==> src/rtl/pcu_pkg.sv <==
// Shared definitions for the program-counter unit: RAS sizing helpers and
// the next-PC source select used by the op-priority mux.
package pcu_pkg;

  // Pointer width into an N-entry circular stack; never narrower than 1 bit.
  function automatic int ras_ptr_w(input int depth);
    return (depth > 1) ? $clog2(depth) : 1;
  endfunction

  // Width able to hold an occupancy count of 0..depth inclusive.
  function automatic int count_w(input int depth);
    return $clog2(depth + 1);
  endfunction

  typedef enum logic [1:0] {
    SEL_SEQ = 2'd0,  // pc + 1
    SEL_TGT = 2'd1,  // jump / call / taken-branch target
    SEL_RAS = 2'd2   // return address from top of stack
  } pc_sel_e;

endpackage

==> src/rtl/pcu_ras.sv <==
// Return-address stack: LIFO over a circular buffer. A push while full
// overwrites the oldest entry so the newest DEPTH addresses always survive.
module pcu_ras
  import pcu_pkg::*;
#(
  parameter int WIDTH = 16,
  parameter int DEPTH = 8
) (
  input  logic                      clk,
  input  logic                      reset_n,
  input  logic                      push,
  input  logic                      pop,
  input  logic [WIDTH-1:0]          data_in,
  output logic [WIDTH-1:0]          top,
  output logic [count_w(DEPTH)-1:0] count,
  output logic                      full,
  output logic                      empty
);

  localparam int PTR_W = ras_ptr_w(DEPTH);
  localparam int CNT_W = count_w(DEPTH);
  localparam logic [PTR_W-1:0] LAST_IDX = PTR_W'(DEPTH - 1);
  localparam logic [CNT_W-1:0] FULL_CNT = CNT_W'(DEPTH);

  logic [WIDTH-1:0] mem [DEPTH];
  logic [PTR_W-1:0] top_ptr;
  logic [PTR_W-1:0] ptr_inc;
  logic [PTR_W-1:0] ptr_dec;

  // Explicit wrap keeps the ring correct for non-power-of-two depths.
  assign ptr_inc = (top_ptr == LAST_IDX) ? '0 : top_ptr + 1'b1;
  assign ptr_dec = (top_ptr == '0) ? LAST_IDX : top_ptr - 1'b1;

  assign full  = (count == FULL_CNT);
  assign empty = (count == '0);
  assign top   = empty ? '0 : mem[top_ptr];

  // NOTE: storage has no reset; count and pointer alone define validity, so
  // stale entries are unreachable and the array maps onto plain RAM/flops.
  always_ff @(posedge clk) begin
    if (push) begin
      mem[ptr_inc] <= data_in;
    end
  end

  // Push takes precedence; the owner never requests both in one cycle.
  always_ff @(posedge clk or negedge reset_n) begin
    if (!reset_n) begin
      top_ptr <= LAST_IDX;
      count   <= '0;
    end else if (push) begin
      top_ptr <= ptr_inc;
      if (!full) begin
        count <= count + 1'b1;
      end
    end else if (pop && !empty) begin
      top_ptr <= ptr_dec;
      count   <= count - 1'b1;
    end
  end

endmodule

==> src/rtl/pc_unit_ras.sv <==
// Program-counter unit with an N-deep return-address stack and sticky
// over/underflow flags. Define PCU_REL_BRANCH_EN for PC-relative branches.
module pc_unit_ras
  import pcu_pkg::*;
#(
  parameter int               WIDTH        = 16,
  parameter int               RAS_DEPTH    = 8,
  parameter logic [WIDTH-1:0] RESET_VECTOR = '0
) (
  input  logic                          clk,
  input  logic                          reset_n,
  input  logic                          pc_en,
  input  logic                          jump,
  input  logic                          branch,
  input  logic                          cond,
  input  logic                          call,
  input  logic                          ret,
  input  logic [WIDTH-1:0]              imm,
  input  logic                          clr_flags,
  output logic [WIDTH-1:0]              pc,
  output logic [WIDTH-1:0]              pc_plus1,
  output logic [WIDTH-1:0]              ra_top,
  output logic [count_w(RAS_DEPTH)-1:0] ras_count,
  output logic                          ras_ovf,
  output logic                          ras_unf
);

  pc_sel_e          sel;
  logic [WIDTH-1:0] target;
  logic [WIDTH-1:0] pc_next;
  logic             ras_push;
  logic             ras_pop;
  logic             ras_full;
  logic             ras_empty;
  logic             ovf_set;
  logic             unf_set;

  assign pc_plus1 = pc + 1'b1;

  pcu_ras #(
    .WIDTH (WIDTH),
    .DEPTH (RAS_DEPTH)
  ) u_ras (
    .clk     (clk),
    .reset_n (reset_n),
    .push    (ras_push),
    .pop     (ras_pop),
    .data_in (pc_plus1),
    .top     (ra_top),
    .count   (ras_count),
    .full    (ras_full),
    .empty   (ras_empty)
  );

  // Priority: ret > call > jump > taken branch > sequential. Everything is
  // gated by pc_en so a stall changes neither PC, stack nor flags.
  // NOTE: every output of this block gets a default first; a path that
  // skipped an assignment would otherwise infer a latch.
  always_comb begin
    sel      = SEL_SEQ;
    target   = imm;
    ras_push = 1'b0;
    ras_pop  = 1'b0;
    ovf_set  = 1'b0;
    unf_set  = 1'b0;
    if (pc_en) begin
      if (ret) begin
        if (ras_empty) begin
          unf_set = 1'b1;
        end else begin
          sel     = SEL_RAS;
          ras_pop = 1'b1;
        end
      end else if (call) begin
        sel      = SEL_TGT;
        ras_push = 1'b1;
        ovf_set  = ras_full;
      end else if (jump) begin
        sel = SEL_TGT;
      end else if (branch && cond) begin
        sel = SEL_TGT;
`ifdef PCU_REL_BRANCH_EN
        // imm is already WIDTH bits, so sign extension is the identity here.
        target = pc + imm;
`else
        target = imm;
`endif
      end
    end
  end

  always_comb begin
    case (sel)
      SEL_RAS: pc_next = ra_top;
      SEL_TGT: pc_next = target;
      default: pc_next = pc_plus1;
    endcase
  end

  // NOTE: state registers use non-blocking assignments so every flop samples
  // pre-edge values regardless of block ordering.
  always_ff @(posedge clk or negedge reset_n) begin
    if (!reset_n) begin
      pc <= RESET_VECTOR;
    end else if (pc_en) begin
      pc <= pc_next;
    end
  end

  // A fresh error outranks a simultaneous clear of the same flag.
  always_ff @(posedge clk or negedge reset_n) begin
    if (!reset_n) begin
      ras_ovf <= 1'b0;
      ras_unf <= 1'b0;
    end else begin
      if (ovf_set)        ras_ovf <= 1'b1;
      else if (clr_flags) ras_ovf <= 1'b0;
      if (unf_set)        ras_unf <= 1'b1;
      else if (clr_flags) ras_unf <= 1'b0;
    end
  end

endmodule

==> config.mk <==
export PLATFORM = sky130hd
export DESIGN_NAME = pc_unit_ras
export DESIGN_NICKNAME = d
export VERILOG_FILES = /design/src/rtl/pcu_pkg.sv /design/src/rtl/pcu_ras.sv /design/src/rtl/pc_unit_ras.sv
export SDC_FILE = /design/constraint.sdc
export NUM_CORES = 1
export LEC_CHECK = 0
export CAP_MARGIN = 30
export CORE_MARGIN = 2
export CORE_UTILIZATION = 50
export DETAILED_ROUTE_END_ITERATION = 8
export GPL_TIMING_DRIVEN = 0
export HOLD_SLACK_MARGIN = 0.06
export PLACE_DENSITY = 0.85
export SYNTH_ARGS = -nofsm -noshare
export SYNTH_HDL_FRONTEND = slang
export SYNTH_SLANG_ARGS = --single-unit
==> constraint.sdc <==
create_clock -name clk -period 3.2 [get_ports clk]
set_input_delay 0.64 -clock clk [delete_from_list [all_inputs] [get_ports clk]]
set_output_delay 0.64 -clock clk [all_outputs]
set_load 0.1 [all_outputs]
==> results of run 1 <==
==> flip-flops by register name (all words and copies together) (netlist names) <==
register and flops:
u_ras.count 4, ras_ovf 1, pc 16, u_ras.top_ptr 3, u_ras.mem 128, ras_unf 1
==> Yosys cell counts, types with 2 or more instances <==
| library cell | n |
|---|---|
| mux2i_1 | 17 |
| dfrtp_1 | 22 |
| inv_1 | 11 |
| nor2_1 | 47 |
| xnor2_1 | 9 |
| buf_4 | 2 |
| nand3_1 | 9 |
| o311a_1 | 2 |
| a211oi_1 | 4 |
| nor3_1 | 11 |
| nor2b_1 | 2 |
| nand2b_1 | 3 |
| nand4_1 | 3 |
| o22ai_1 | 3 |
| ha_1 | 9 |
| clkbuf_1 | 11 |
| nand2_1 | 18 |
| dfstp_2 | 3 |
| a211o_2 | 2 |
| o21a_1 | 7 |
| nor4_1 | 2 |
| mux4_2 | 32 |
| xor2_1 | 7 |
| and2_1 | 3 |
| a21oi_1 | 21 |
| buf_2 | 9 |
| o21ai_0 | 20 |
| edfxtp_1 | 128 |
| o31ai_1 | 2 |
==> worst register-to-register path: cells and delay by family, from the launching register on <==
family	cells	cell delay, ns
adder cells (fa/ha/maj)	1	0.49
buffers and inverters	4	0.83
flip-flops	1	0.55
AND/OR/NAND/NOR	2	0.86
==> cell usage in the layout, fill, tap and decap left out, types with 3 or more instances in the layout <==
cell / n
edfxtp_1: 128
clkdlybuf4s50_1: 47
nor2_1: 40
mux4_2: 32
buf_4: 25
a21oi_1: 21
o21ai_0: 20
nand2_1: 18
clkbuf_16: 17
mux2i_1: 14
buf_6: 13
inv_1: 11
dfrtp_1: 11
buf_2: 10
dfrtp_2: 10
nand3_1: 9
xnor2_2: 8
ha_1: 8
nor3_1: 7
o21a_1: 7
nor2_2: 6
clkbuf_1: 6
clkbuf_2: 5
clkbuf_4: 5
clkinv_2: 5
clkdlybuf4s15_2: 5
a211oi_1: 4
and2_1: 3
xor2_4: 3
nand4_1: 3
nor3_4: 3
nand2b_1: 3
o22ai_1: 3
clkinv_4: 3
clkinvlp_4: 3
dfstp_2: 3
==> routing by layer <==
layer  vias to the layer above  global-route usage, %
met5                         -                      0
met4                         0                   9.45
met3                        32                   6.70
met2                       273                   37.8
met1                      2248                   35.7
li1                       1940                      -
==> cell families after synthesis <==
logic type	after synthesis
AO/OA/AOI/OAI	72
AND/OR/NAND/NOR	105
flip-flops	153
buffers and inverters	35
adder cells (fa/ha/maj)	10
XOR/XNOR	17
multiplexers	49
==> cell type report <==
type                       instances  area (sq um)
buffer                            19           126
inverter                          12          45.0
sequential                       153          4490
tap                              176           220
clock buffer                      18           429
multi-input combinational        253          2400
timing repair buffer             100           937
clock inverter                    13           108
fill                             954          4480
==> worst paths after layout <==
kind,from,endpoint,slack [ns],depth (start not counted)
min in group clk,ras_ovf,ras_ovf,0.52,2
hold reg to reg,ras_ovf,ras_ovf,0.52,2
max in group asynchronous,reset_n,u_ras.top_ptr[1],2.15,2
setup / recovery,pc_en,u_ras.mem[5][0],0.03,8
setup reg to reg,u_ras.top_ptr[0],u_ras.mem[4][9],0.16,7
hold / removal,reset_n,u_ras.count[3],0.52,1
==> timing repair <==
action,CTS,global route
pin swaps,4,1
buffers inserted,12,2
setup endpoints to repair,145,51
resized for setup,161,29
==> per-stage QoR <==
| step | setup TNS (ns) | util (%) |
|---|---|---|
| finish | 0 | 66.1 |
| global route | -2.06 | 66.1 |
| CTS | -0.000143 | 65.7 |
| detailed placement | -39.35 | 61.0 |
| global placement | -99.17 | 60.0 |
| floorplan | -2.91 | - |
==> flow_metrics.env, run 1 <==
export IMPL_status="complete, no violations"
export IMPL_drc_errors=0
export IMPL_netlist_area_sq_um=6760
export IMPL_slowest_delay_ns=0.56
export IMPL_fin_nets=591
export IMPL_synth_cell_types=51
export IMPL_synth_adder_area_share_pct=1.96
export IMPL_arrival_ns=3.30
export IMPL_min_period_over_period_pct=98.9
export IMPL_synth_seq_cells=153
export IMPL_rsz0062_at_grt="true"
export IMPL_fp_row_count=42
export IMPL_place_inst=703
export IMPL_period_needed_ns=3.17
export IMPL_synth_ff_type="edfxtp_1"
export IMPL_clkTransAtPathRegs_ns=0.06
export IMPL_crit_chain="clkdlybuf4s50_1, nor2b_1, and2_1, clkbuf_1, inv_1, or3_1, nor2_2, buf_6"
export IMPL_synth_area_leaders="edfxtp_1 57%, mux4_2 11%, dfrtp_1 8.1%"
export IMPL_clock_root_buffer="clkbuf_16"
export IMPL_hpwl_um=11400
export IMPL_port_buffers=78
export IMPL_crit_path_end_kind="flop"
export IMPL_muxShareOfSynthArea_pct=13.2
export IMPL_place_ws_ns=-0.651
export IMPL_syn_nets=476
export IMPL_grt_pass1_vias=4562
export IMPL_core_area_sq_um=13200
export IMPL_crit_slowest_cell="nor2_2"
export IMPL_syn_to_final_growth_pct=29.5
export IMPL_final_area_sq_um=8760
export IMPL_route_met3_wl_um=1700
export IMPL_start_util_pct=51.1
export IMPL_ctsHoldBuffers=0
export IMPL_setup_worst_path_class="in -> reg"
export IMPL_num_vias=4493
export IMPL_drv_cap=0
export IMPL_antenna_found_initial=0
export IMPL_drt_total_wl_um=17000
export IMPL_yosysSeqAreaShare_pct=66.1
export IMPL_cp_max_fo=9
export IMPL_hp_class="in -> async"
export IMPL_critPathTopFamily="simple AND/OR/NAND/NOR gates"
export IMPL_worst_path_buf_inv=4
export IMPL_wl_met1_um=6800
export IMPL_firstDrtPassIters=5
export IMPL_syn_instance_count=441
export IMPL_cts_made_buffers=17
export IMPL_synth_top_area_share_pct=56.8
export IMPL_num_io_pins=79
export IMPL_synth_top_family_by_area="multiplexers"
export IMPL_hold_ws_ns=0.515
export IMPL_async_flop_share_pct=16.3
export IMPL_cts_tree="yes"
export IMPL_synth_avg_cell_area_sq_um=15.3
export IMPL_grt_remaining_overflow=0
export IMPL_setup_ws_ns=0.0343
export IMPL_clock_skew_ns=0.00927
export IMPL_grt_max_degree=20
export IMPL_fmax_mhz=316
export IMPL_worstMarginPinSlew_ns=1.00
export IMPL_synth_compound_area_share_pct=6.75
export IMPL_dr_wl_met2_um=8200
export IMPL_grt_pass1_wl_um=26300
export IMPL_via_per_inst=6.04
export IMPL_synth_edf_count=128
export IMPL_die_w_um=120
export IMPL_synth_xor_area_share_pct=2.31
export IMPL_synth_area_leader_cell="edfxtp_1"
export IMPL_drv_slew=0
export IMPL_grt_usage_pct=25.2
export IMPL_antenna_left=0
export IMPL_placed_cell_area_sq_um=8080
export IMPL_ys_warn_count=0
export IMPL_finalHoldViolations=0
export IMPL_layout_drive_gt1_share_pct=32.0
export IMPL_cp_start_kind="input pin"
export IMPL_die_y_um=120
export IMPL_h_tree_depth=4
export IMPL_relSlewSlack_pct=32.9
export IMPL_yosys_area_share_simple_pct=7.44
export IMPL_antennaDiodeCount=0
export IMPL_wl_per_cell_um=22.9
export IMPL_first_iter_violations=562
export IMPL_dieArea_sq_um=14500
export IMPL_cts_sinks=153
export IMPL_place_gp_congestion=0.912
export IMPL_top_layer="met4"
export IMPL_instances_no_fill=744
export IMPL_setup_viol=0
export IMPL_insertion_delay_ns=0.43
export IMPL_worstPathRequired_ns=3.33
export IMPL_clock_path_buffers=2
Power of run 1 is not shown: default switching activity piles up to over one toggle a cycle in this logic, so the estimate is an artifact.
==> run 2, diff against run 1 <==
- CAP_MARGIN: 30 -> 20
- SKIP_LAST_GASP: unset -> 1
==> run 2 against run 1 <==
Register-to-register slack worse by 0.04 ns. Die area stayed put. Final cell count is 0.13% higher. Non-clock buffer count is 1 higher.
==> flow_metrics.env, run 2 (synthesized netlist as in run 1, its figures left out) <==
export IMPL_cts_tree="yes"
export IMPL_worst_path_buf_inv=2
export IMPL_via_per_inst=6.17
export IMPL_syn_to_final_growth_pct=29.7
export IMPL_hold_ws_ns=0.517
export IMPL_hp_class="in -> async"
export IMPL_num_io_pins=79
export IMPL_antenna_left=0
export IMPL_worstPathRequired_ns=2.56
export IMPL_place_ws_ns=-0.667
export IMPL_crit_chain="buf_4, and4_4, nand4_4, or4_4, xnor2_4, buf_12"
export IMPL_die_y_um=120
export IMPL_place_gp_congestion=0.912
export IMPL_setup_ws_ns=0.0209
export IMPL_first_iter_violations=505
export IMPL_critPathTopFamily="simple AND/OR/NAND/NOR gates"
export IMPL_finalSetupTns_ns=0
export IMPL_wl_per_cell_um=23.5
export IMPL_clkTransAtPathRegs_ns=0.07
export IMPL_drv_cap=0
export IMPL_port_buffers=78
export IMPL_firstDrtPassIters=5
export IMPL_slowest_delay_ns=0.58
export IMPL_min_period_over_period_pct=99.3
export IMPL_placed_cell_area_sq_um=8080
export IMPL_fp_row_count=42
export IMPL_insertion_delay_ns=0.44
export IMPL_largest_register="u_ras.mem"
export IMPL_period_needed_ns=3.18
export IMPL_clock_skew_ns=0.0105
export IMPL_drv_slew=0
export IMPL_fin_nets=592
export IMPL_layout_drive_gt1_share_pct=32.2
export IMPL_hpwl_um=11400
export IMPL_arrival_ns=2.54
export IMPL_grt_pass1_vias=4625
export IMPL_relSlewSlack_pct=33.6
export IMPL_num_vias=4593
export IMPL_clock_root_buffer="clkbuf_16"
export IMPL_nFillCells=932
export IMPL_worstMarginPinSlew_ns=0.993
export IMPL_crit_slowest_cell="or4_4"
export IMPL_grt_max_degree=20
export IMPL_h_tree_depth=4
export IMPL_final_area_sq_um=8770
export IMPL_finalHoldViolations=0
export IMPL_drt_total_wl_um=17500
export IMPL_setup_viol=0
export IMPL_rsz0062_at_grt="true"
export IMPL_largest_reg_flops=128
export IMPL_cts_sinks=153
export IMPL_antenna_found_initial=0
export IMPL_drc_errors=0
export IMPL_die_w_um=120
export IMPL_dieArea_sq_um=14500
export IMPL_fmax_mhz=315
export IMPL_core_area_sq_um=13200
export IMPL_start_util_pct=51.1
export IMPL_antennaDiodeCount=0
export IMPL_cts_made_buffers=17
export IMPL_cp_max_fo=8
export IMPL_mostFrequentLayoutCell="edfxtp_1"
export IMPL_grt_remaining_overflow=0
export IMPL_grt_usage_pct=25.5
export IMPL_status="complete, no violations"
export IMPL_setup_worst_path_class="reg -> out"
export IMPL_final_cell_mix="128 x edfxtp_1, 47 x clkdlybuf4s50_1, 40 x nor2_1, 32 x mux4_2, 28 x buf_4"
export IMPL_cp_start_kind="flop"
export IMPL_crit_path_end_kind="output port"
export IMPL_clock_path_buffers=2
export IMPL_grt_pass1_wl_um=26600
export IMPL_top_regs="u_ras.mem x128, pc x16, u_ras.count x4"
[run 2: changes by cell type in the layout (fill, tap and decap cells not counted), sizes merged]
cell	previous run	this run
clkinvlp	3	4
buf	51	55
inv	12	13
clkinv	9	7
clkbuf	33	30
[run 2: worst paths after layout]
| path | startpoint | to | slack, ns | depth (start not counted) |
|---|---|---|---|---|
| worst max-delay path | pc[2] | pc_plus1[15] | 0.02 | 6 |
| worst min-delay path | reset_n | u_ras.count[0] | 0.52 | 1 |
| worst max register to register | u_ras.top_ptr[1] | u_ras.mem[4][9] | 0.12 | 7 |
| worst min register to register | ras_ovf | ras_ovf | 0.52 | 2 |
| max in group asynchronous | reset_n | u_ras.top_ptr[1] | 2.15 | 2 |
| min in group clk | ras_ovf | ras_ovf | 0.52 | 2 |
[run 2: what timing repair did]
action                     in CTS  in global routing
hold buffers                    0                  0
resized for setup             166                 24
cloned                          0                  0
pin swaps                       4                  1
hold endpoints to repair        0                  0
buffers inserted                9                  6
setup endpoints to repair     159                 59
[run 2: layer usage]
| metal | vias up | part of all wire, % | track usage, % |
|---|---|---|---|
| li1 | 1935 | - | - |
| met1 | 2295 | 38 | 35.9 |
| met2 | 324 | 48 | 39.3 |
| met3 | 39 | 12 | 6.08 |
| met4 | 0 | 2.1 | 8.94 |
| met5 | - | 0 | 0 |
[run 2: metrics by stage]
stage | std cells | utilization, %
4_1_cts | 741 | 65.6
6_report | 745 | 66.3
2_1_floorplan | 441 | -
3_5_place_dp | 703 | 61.0
5_1_grt | 745 | 66.3
3_3_place_gp | 695 | 60.0
[run 2: layout make-up]
class                      instances  area (sq um)  area share [%]
timing repair buffer             101           957            10.9
buffer                            19           126            1.44
clock buffer                      18           429            4.89
clock inverter                    13           106            1.21
inverter                          12          45.0           0.513
sequential                       153          4490            51.2
multi-input combinational        253          2400            27.4
tap                              176           220            2.51
[run 2: worst reg2reg max path: stages (launching register included)]
cell and delay [ns]:
dfstp_2 0.63, buf_6 0.22, buf_4 0.23, inv_1 0.11, ha_1 0.43, nand2b_1 0.26, nor2_2 0.62, buf_6 0.27
Power of run 2 is left out for the same reason.
==> run 3, diff against run 2 <==
- clock period: 3.2 -> 2.82 ns (I/O delays scaled with it)
==> run 3 against run 2 <==
Die area did not move. Count of clock-buffer cells in the layout is 1 lower. Core utilization is 8.9 points higher. Register-to-register slack worse by 0.09 ns. The flow now finishes with violations (setup timing). Final cell count rose by 5.2%. Via count grew 3.9%.
==> flow_metrics.env, run 3 (synthesized netlist as in run 1, its figures left out) <==
export IMPL_status="finished, violations left"
export IMPL_place_gp_congestion=0.831
export IMPL_r2r_slack_ns=0.03
export IMPL_dieArea_sq_um=14500
export IMPL_core_area_sq_um=13200
export IMPL_hp_class="in -> async"
export IMPL_grt_usage_pct=27.3
export IMPL_period_needed_ns=2.87
export IMPL_min_period_over_period_pct=102
export IMPL_layout_drive_gt1_share_pct=43.4
export IMPL_grt_pass1_wl_um=28500
export IMPL_syn_to_final_growth_pct=47.2
export IMPL_mostFrequentLayoutCell="edfxtp_1"
export IMPL_drc_errors=0
export IMPL_finalHoldViolations=0
export IMPL_rsz0062_at_grt="true"
export IMPL_cp_max_fo=4
export IMPL_setup_ws_ns=-0.0496
export IMPL_insertion_delay_ns=0.43
export IMPL_violations="setup timing"
export IMPL_grt_max_degree=19
export IMPL_first_iter_violations=498
export IMPL_clock_root_buffer="clkbuf_16"
export IMPL_grt_pass1_vias=4858
export IMPL_largest_register="u_ras.mem"
export IMPL_num_io_pins=79
export IMPL_arrival_ns=2.31
export IMPL_cp_start_kind="flop"
export IMPL_cts_made_buffers=17
export IMPL_fin_nets=631
export IMPL_drv_slew=0
export IMPL_h_tree_depth=4
export IMPL_largest_reg_flops=128
export IMPL_fmax_mhz=348
export IMPL_final_cell_mix="128 x edfxtp_1, 46 x clkdlybuf4s50_1, 46 x buf_4, 32 x mux4_2, 27 x buf_12"
export IMPL_drv_cap=0
export IMPL_num_vias=4773
export IMPL_crit_path_end_kind="output port"
export IMPL_firstDrtPassIters=5
export IMPL_cts_sinks=153
export IMPL_hpwl_um=11300
export IMPL_antennaDiodeCount=0
export IMPL_drt_total_wl_um=19400
export IMPL_top_regs="u_ras.mem x128, pc x16, u_ras.count x4"
export IMPL_clkTransAtPathRegs_ns=0.06
export IMPL_grt_remaining_overflow=0
export IMPL_setup_viol=8
export IMPL_clock_path_buffers=2
export IMPL_antenna_found_initial=0
export IMPL_fp_row_count=42
export IMPL_setup_worst_path_class="reg -> out"
export IMPL_clock_skew_ns=0.00677
export IMPL_hold_ws_ns=0.436
export IMPL_worstMarginPinSlew_ns=1.00
export IMPL_antenna_left=0
export IMPL_wl_per_cell_um=24.8
export IMPL_via_per_inst=6.09
export IMPL_die_y_um=120
export IMPL_worstPathRequired_ns=2.26
export IMPL_port_buffers=78
export IMPL_cts_tree="yes"
export IMPL_die_w_um=120
export IMPL_start_util_pct=51.1
export IMPL_relSlewSlack_pct=33.0
export IMPL_nFillCells=724
-- run 3: what timing repair did --
| item | CTS | global route |
|---|---|---|
| gates resized for setup | 279 | 40 |
| setup buffers | 33 | 21 |
| gates cloned | 1 | 0 |
| pin swaps | 16 | 11 |
| hold endpoints to repair | 0 | 0 |
| setup endpoints to repair | 172 | 112 |
| hold buffers | 0 | 0 |
-- run 3: worst max-delay path, stage by stage, from the launching register on --
cell and delay [ns]:
dfstp_2 0.56, buf_8 0.16, buf_12 0.13, mux4_2 0.55, mux2i_4 0.23, nor2_4 0.06, buf_12 0.18
-- run 3: per-layer routing --
| metal | vias up | part of all wire, % | GRT usage, % |
|---|---|---|---|
| met1 | 2429 | 38 | 35.6 |
| li1 | 2020 | - | - |
| met4 | 0 | 2.4 | 10.7 |
| met3 | 44 | 8.5 | 6.13 |
| met5 | - | 0 | 0 |
| met2 | 280 | 51 | 45.1 |
-- run 3: layout make-up --
cell class | instances | area (sq um) | share of cell area [%]
Clock buffer | 17 | 425 | 4.27
Timing Repair Buffer | 142 | 1580 | 15.8
Inverter | 12 | 47.5 | 0.478
Clock inverter | 14 | 180 | 1.81
Multi-Input combinational cell | 253 | 2790 | 28.1
Buffer | 17 | 191 | 1.92
Sequential cell | 153 | 4520 | 45.4
Tap cell | 176 | 220 | 2.21
-- run 3: per-stage QoR --
step / instances / area, sq um / setup TNS, ns / util [%] / setup slack [ns]
after global routing: 784 / 9950 / -1.08 / 75.2 / -0.163
final: 784 / 9950 / -0.205 / 75.2 / -0.0496
after floorplan: 441 / 7190 / -13.55 / - / -0.411
after CTS: 766 / 9660 / -0.260 / 72.9 / -0.118
after detailed placement: 703 / 8320 / -91.93 / 62.8 / -0.984
after global placement: 695 / 8190 / -171.46 / 61.9 / -2.02
-- run 3: worst paths after layout --
path                                  start                to  cells after the start
max                        u_ras.top_ptr[1]        ra_top[10]                      6
min                                 reset_n    u_ras.count[3]                      1
max reg2reg                  u_ras.count[1]             pc[8]                     11
min reg2reg                         ras_unf           ras_unf                      2
max in group asynchronous           reset_n  u_ras.top_ptr[1]                      2
min in group clk                    ras_unf           ras_unf                      2
Power of run 3 is left out for the same reason.
==> RTL edit 1: new RTL, settings of run 1 <==
The option `PCU_REL_BRANCH_EN` is turned on by a define.
--- a/src/rtl/pc_unit_ras.sv
+++ b/src/rtl/pc_unit_ras.sv
@@ -2,2 +2,4 @@
 // over/underflow flags. Define PCU_REL_BRANCH_EN for PC-relative branches.
+`define PCU_REL_BRANCH_EN
+
 module pc_unit_ras
Behaviour: not the same (a bounded check fails within 4 cycles, from zero or initial values and one cycle with reset_n low).
==> RTL edit 1 against run 1 <==
- the run now ends with negative setup slack left
- critical path depth down 3
- clock skew down 0.0018 ns
- global-route usage up 1.8 points
- routed wire length up 25%
- first-iteration DRC count up 7.8%
- design area up 11%
- area after synthesis up 13%
- sequential cell count unchanged
- setup slack worse by 0.074 ns
- count of clock-buffer cells in the layout up 5
- core utilization down 1.2 points
Power is left out: the tool's default activity adds up to more than one toggle a clock period on the data nets, which glitch-free logic cannot reach.
==> RTL edit 1: results (changes against run 1) <==
- Worst R2R Setup Slack: 0.25 ns (was 0.16 ns)
- CTS Root Cell: clkbuf_16 (unchanged)
- Fin Setup TNS: -0.04008 ns (was 0 ns)
- Status: finished with violations (was finished, final reports clean)
- Place WS: -0.6479 ns (was -0.6509 ns)
- Nets@finish: 732 (was 591)
- Ranking of synthesized cells by area: edfxtp_1 (50%), mux4_2 (9.5%), dfrtp_1 (7.2%) (was edfxtp_1 (57%), mux4_2 (11%), dfrtp_1 (8.1%))
- CP Max Fanout: 10 (was 9)
- Placer Congestion: 0.9441 (was 0.9120)
- Commonest cells in the netlist: edfxtp_1 (128), nor2_1 (50), nand2_1 (42) (was edfxtp_1 (128), nor2_1 (47), mux4_2 (32))
- Placed insts: 842 (was 703)
- Postcts setup bufs: 3 (was 12)
- Clk_skew: 0.007475 ns (was 0.009266 ns)
- Num CTS Buffers: 17 (unchanged)
- Post-synthesis adder-cell area fraction: 0.04463 (was 0.01961)
- Fill cell count: 992 (was 954)
- Synth Area in XOR/XNOR: 0.02872 (was 0.02312)
- Multiplexer share of the synthesized area: 0.1280 (was 0.1317)
- Finished Layout Cells: 882 (was 744)
- Vias per cell: 6.353 (was 6.039)
- Post_cts resized: 189 (was 161)
- Ratio of cells with drive above 1 in the final layout: 0.2695 (was 0.3204)
- Clock transition at path regs: 0.06 ns (about the same)
- Vias in the first global route: 5581 (was 4562)
- Violated checks: negative setup slack
- GR Util All Layers: 0.2697 (was 0.2516)
- # diodes: 0 (unchanged)
- Wire per inst: 24.15 microns (was 22.90 microns)
- Final setup fails: 1 (was 0)
- Synth Area in Compound Gates: 0.09616 (was 0.06752)
- Arrival @ worst endpoint: 2.60 ns (was 3.30 ns)
- Net Count, Synth: 619 (was 476)
- Final worst setup slack: -0.04008 ns (was 0.03432 ns)
- Worst hold slack: 0.4757 ns (was 0.5153 ns)
- First-pass GRT wire length: 32.39 mm (was 26.27 mm)
- HPWL Detailed: 14.39 mm (was 11.40 mm)
- Pin count of the biggest net entering global routing: 21 (was 20)
- DR iter-0 viols: 606 (was 562)
- Count of different cell masters after synthesis: 60 (was 51)
- Critical path's largest stage delay: 0.56 ns (about the same)
- CP max-delay cell: dfrtp_1 (was nor2_2)
- Slew @ Worst Pin: 1.011 ns (was 1.003 ns)
- Post-Syn Area per Cell: 13.42 sq um (was 15.34 sq um)
- Core Util, Final: 0.6493 (was 0.6615)
- Placed cell area: 9005 sq um (was 8078 sq um)
- Seq/Total Area, Yosys: 0.5866 (was 0.6613)
## RTL edit 1: routing by layer
metal | wire length [microns] | GRT usage | share of wire | vias to the layer above
li1 | - | - | - | 2425
met1 | 8176 | 0.3553 | 0.38 | 2767
met2 | 10490 | 0.4344 | 0.49 | 348
met3 | 1975 | 0.06240 | 0.093 | 63
met4 | 660 | 0.1144 | 0.031 | 0
met5 | 0 | 0 | 0 | -
## RTL edit 1: cell type report
class,count,share of cell area
inverters,19,0.008076
clock inverters,9,0.007948
flip-flops and latches,153,0.4596
clock buffers,23,0.04794
repair buffers,96,0.09332
multi-input cells,373,0.3448
well taps,188,0.02410
plain buffers,21,0.01423
## RTL edit 1: worst paths after layout
path	start	end	depth (start not counted)
max in group asynchronous	reset_n	u_ras.top_ptr[1]	2
min in group clk	ras_ovf	ras_ovf	2
setup reg to reg	u_ras.top_ptr[1]	u_ras.mem[0][6]	6
hold reg to reg	ras_ovf	ras_ovf	2
hold / removal	reset_n	pc[8]	1
setup / recovery	pc[4]	pc_plus1[15]	5
==> RTL edit 2: new RTL, config.mk and constraints of run 1 <==
Made on the original files. One comparison of `count` changes from == to >=.
--- a/src/rtl/pcu_ras.sv
+++ b/src/rtl/pcu_ras.sv
@@ -33,3 +33,3 @@
 
-  assign full  = (count == FULL_CNT);
+  assign full  = (count >= FULL_CNT);
   assign empty = (count == '0);
Check against the original RTL: same outputs for any inputs over 4 cycles, from zero or initial values and one cycle with reset_n low; that may be too few to reach the edited logic, so the function may still have changed.
==> RTL edit 2 against run 1 <==
- hold slack better by 0.014 ns
- setup slack better by 0.041 ns
- register-to-register slack worse by 0.04 ns
- maximum frequency up 1.3%
- non-clock buffer count down 2
- routed wire length up 8.8%
- synthesized cell count up 6.6%
- sequential cell count unchanged
- area after synthesis up 3.6%
- first-iteration DRC count up 0.36%
- sequential share of layout area down 2.3 points
- design area up 4.6%
Power is not shown: default switching activity piles up to over one toggle a cycle in this logic, so the estimate is an artifact.
==> RTL edit 2: results (changes against run 1) <==
- Seq/Total Area, Yosys: 0.6384 (was 0.6613)
- Wire per inst: 24.05 microns (was 22.90 microns)
- Pin count of the biggest net entering global routing: 19 (was 20)
- Status: finished, final reports clean (unchanged)
- Met2 Usage GRT: 0.4132 (was 0.3782)
- Global Route met1 Usage: 0.3495 (was 0.3570)
- Met3 wire length: 1.401 mm (was 1.699 mm)
- Met3 Use GR: 0.06320 (was 0.06698)
- Ranking of synthesized cells by area: edfxtp_1 (55%), dfrtp_1 (7.9%), mux4_2 (7.1%) (was edfxtp_1 (57%), mux4_2 (11%), dfrtp_1 (8.1%))
- Post-Syn Area per Cell: 14.91 sq um (was 15.34 sq um)
- Placer Congestion: 0.9529 (was 0.9120)
- Ratio of cells with drive above 1 in the final layout: 0.3350 (was 0.3204)
- Die ar.: 14980 sq um (was 14470 sq um)
- Place WS: -0.5125 ns (was -0.6509 ns)
- Via count: 4761 (was 4493)
- Clk_skew: 0.008120 ns (was 0.009266 ns)
- Met1 WL: 7.453 mm (was 6.796 mm)
- DR iter-0 viols: 564 (was 562)
- First-pass GRT wire length: 27.93 mm (was 26.27 mm)
- H-Tree Depth: 4 (unchanged)
- Met2 routed WL: 9.157 mm (was 8.200 mm)
- Post_cts resized: 150 (was 161)
- Final WL: 18.54 mm (was 17.04 mm)
- Multiplexer share of the synthesized area: 0.1207 (was 0.1317)
- CP Max Fanout: 10 (was 9)
- Count of different cell masters after synthesis: 62 (was 51)
- Synth Area in XOR/XNOR: 0.02000 (was 0.02312)
- Slew @ Worst Pin: 1.029 ns (was 1.003 ns)
- Commonest cells in the netlist: edfxtp_1 (128), nor2_1 (28), nand2_1 (24) (was edfxtp_1 (128), nor2_1 (47), mux4_2 (32))
- Net Count, Synth: 505 (was 476)
- CP top delay family: multiplexers (was simple AND/OR/NAND/NOR gates)
- Postcts setup bufs: 1 (was 12)
- Synth Area in Compound Gates: 0.07946 (was 0.06752)
- Placed insts: 737 (was 703)
- CP max-delay cell: dfstp_2 (was nor2_2)
- Arrival @ worst endpoint: 2.48 ns (was 3.30 ns)
- HPWL Detailed: 12.84 mm (was 11.40 mm)
- Post-synthesis adder-cell area fraction: 0.01893 (was 0.01961)
## RTL edit 2: final cells by class
cell class	instances	area [sq um]
well taps	180	225.2
clock inverters	13	215.2
inverters	13	48.80
repair buffers	89	879.6
clock buffers	19	442.9
flip-flops and latches	153	4487
plain buffers	28	176.4
multi-input cells	276	2690
fillers	985	4608
## RTL edit 2: worst paths after layout
| kind | to | depth (start not counted) | startpoint | slack [ns] |
|---|---|---|---|---|
| min | u_ras.count[0] | 1 | reset_n | 0.53 |
| max in group asynchronous | u_ras.top_ptr[0] | 2 | reset_n | 2.10 |
| min reg2reg | ras_unf | 2 | ras_unf | 0.57 |
| min in group clk | ras_unf | 2 | ras_unf | 0.57 |
| max reg2reg | u_ras.mem[4][15] | 9 | u_ras.top_ptr[0] | 0.12 |
| max | ra_top[8] | 6 | u_ras.top_ptr[0] | 0.08 |
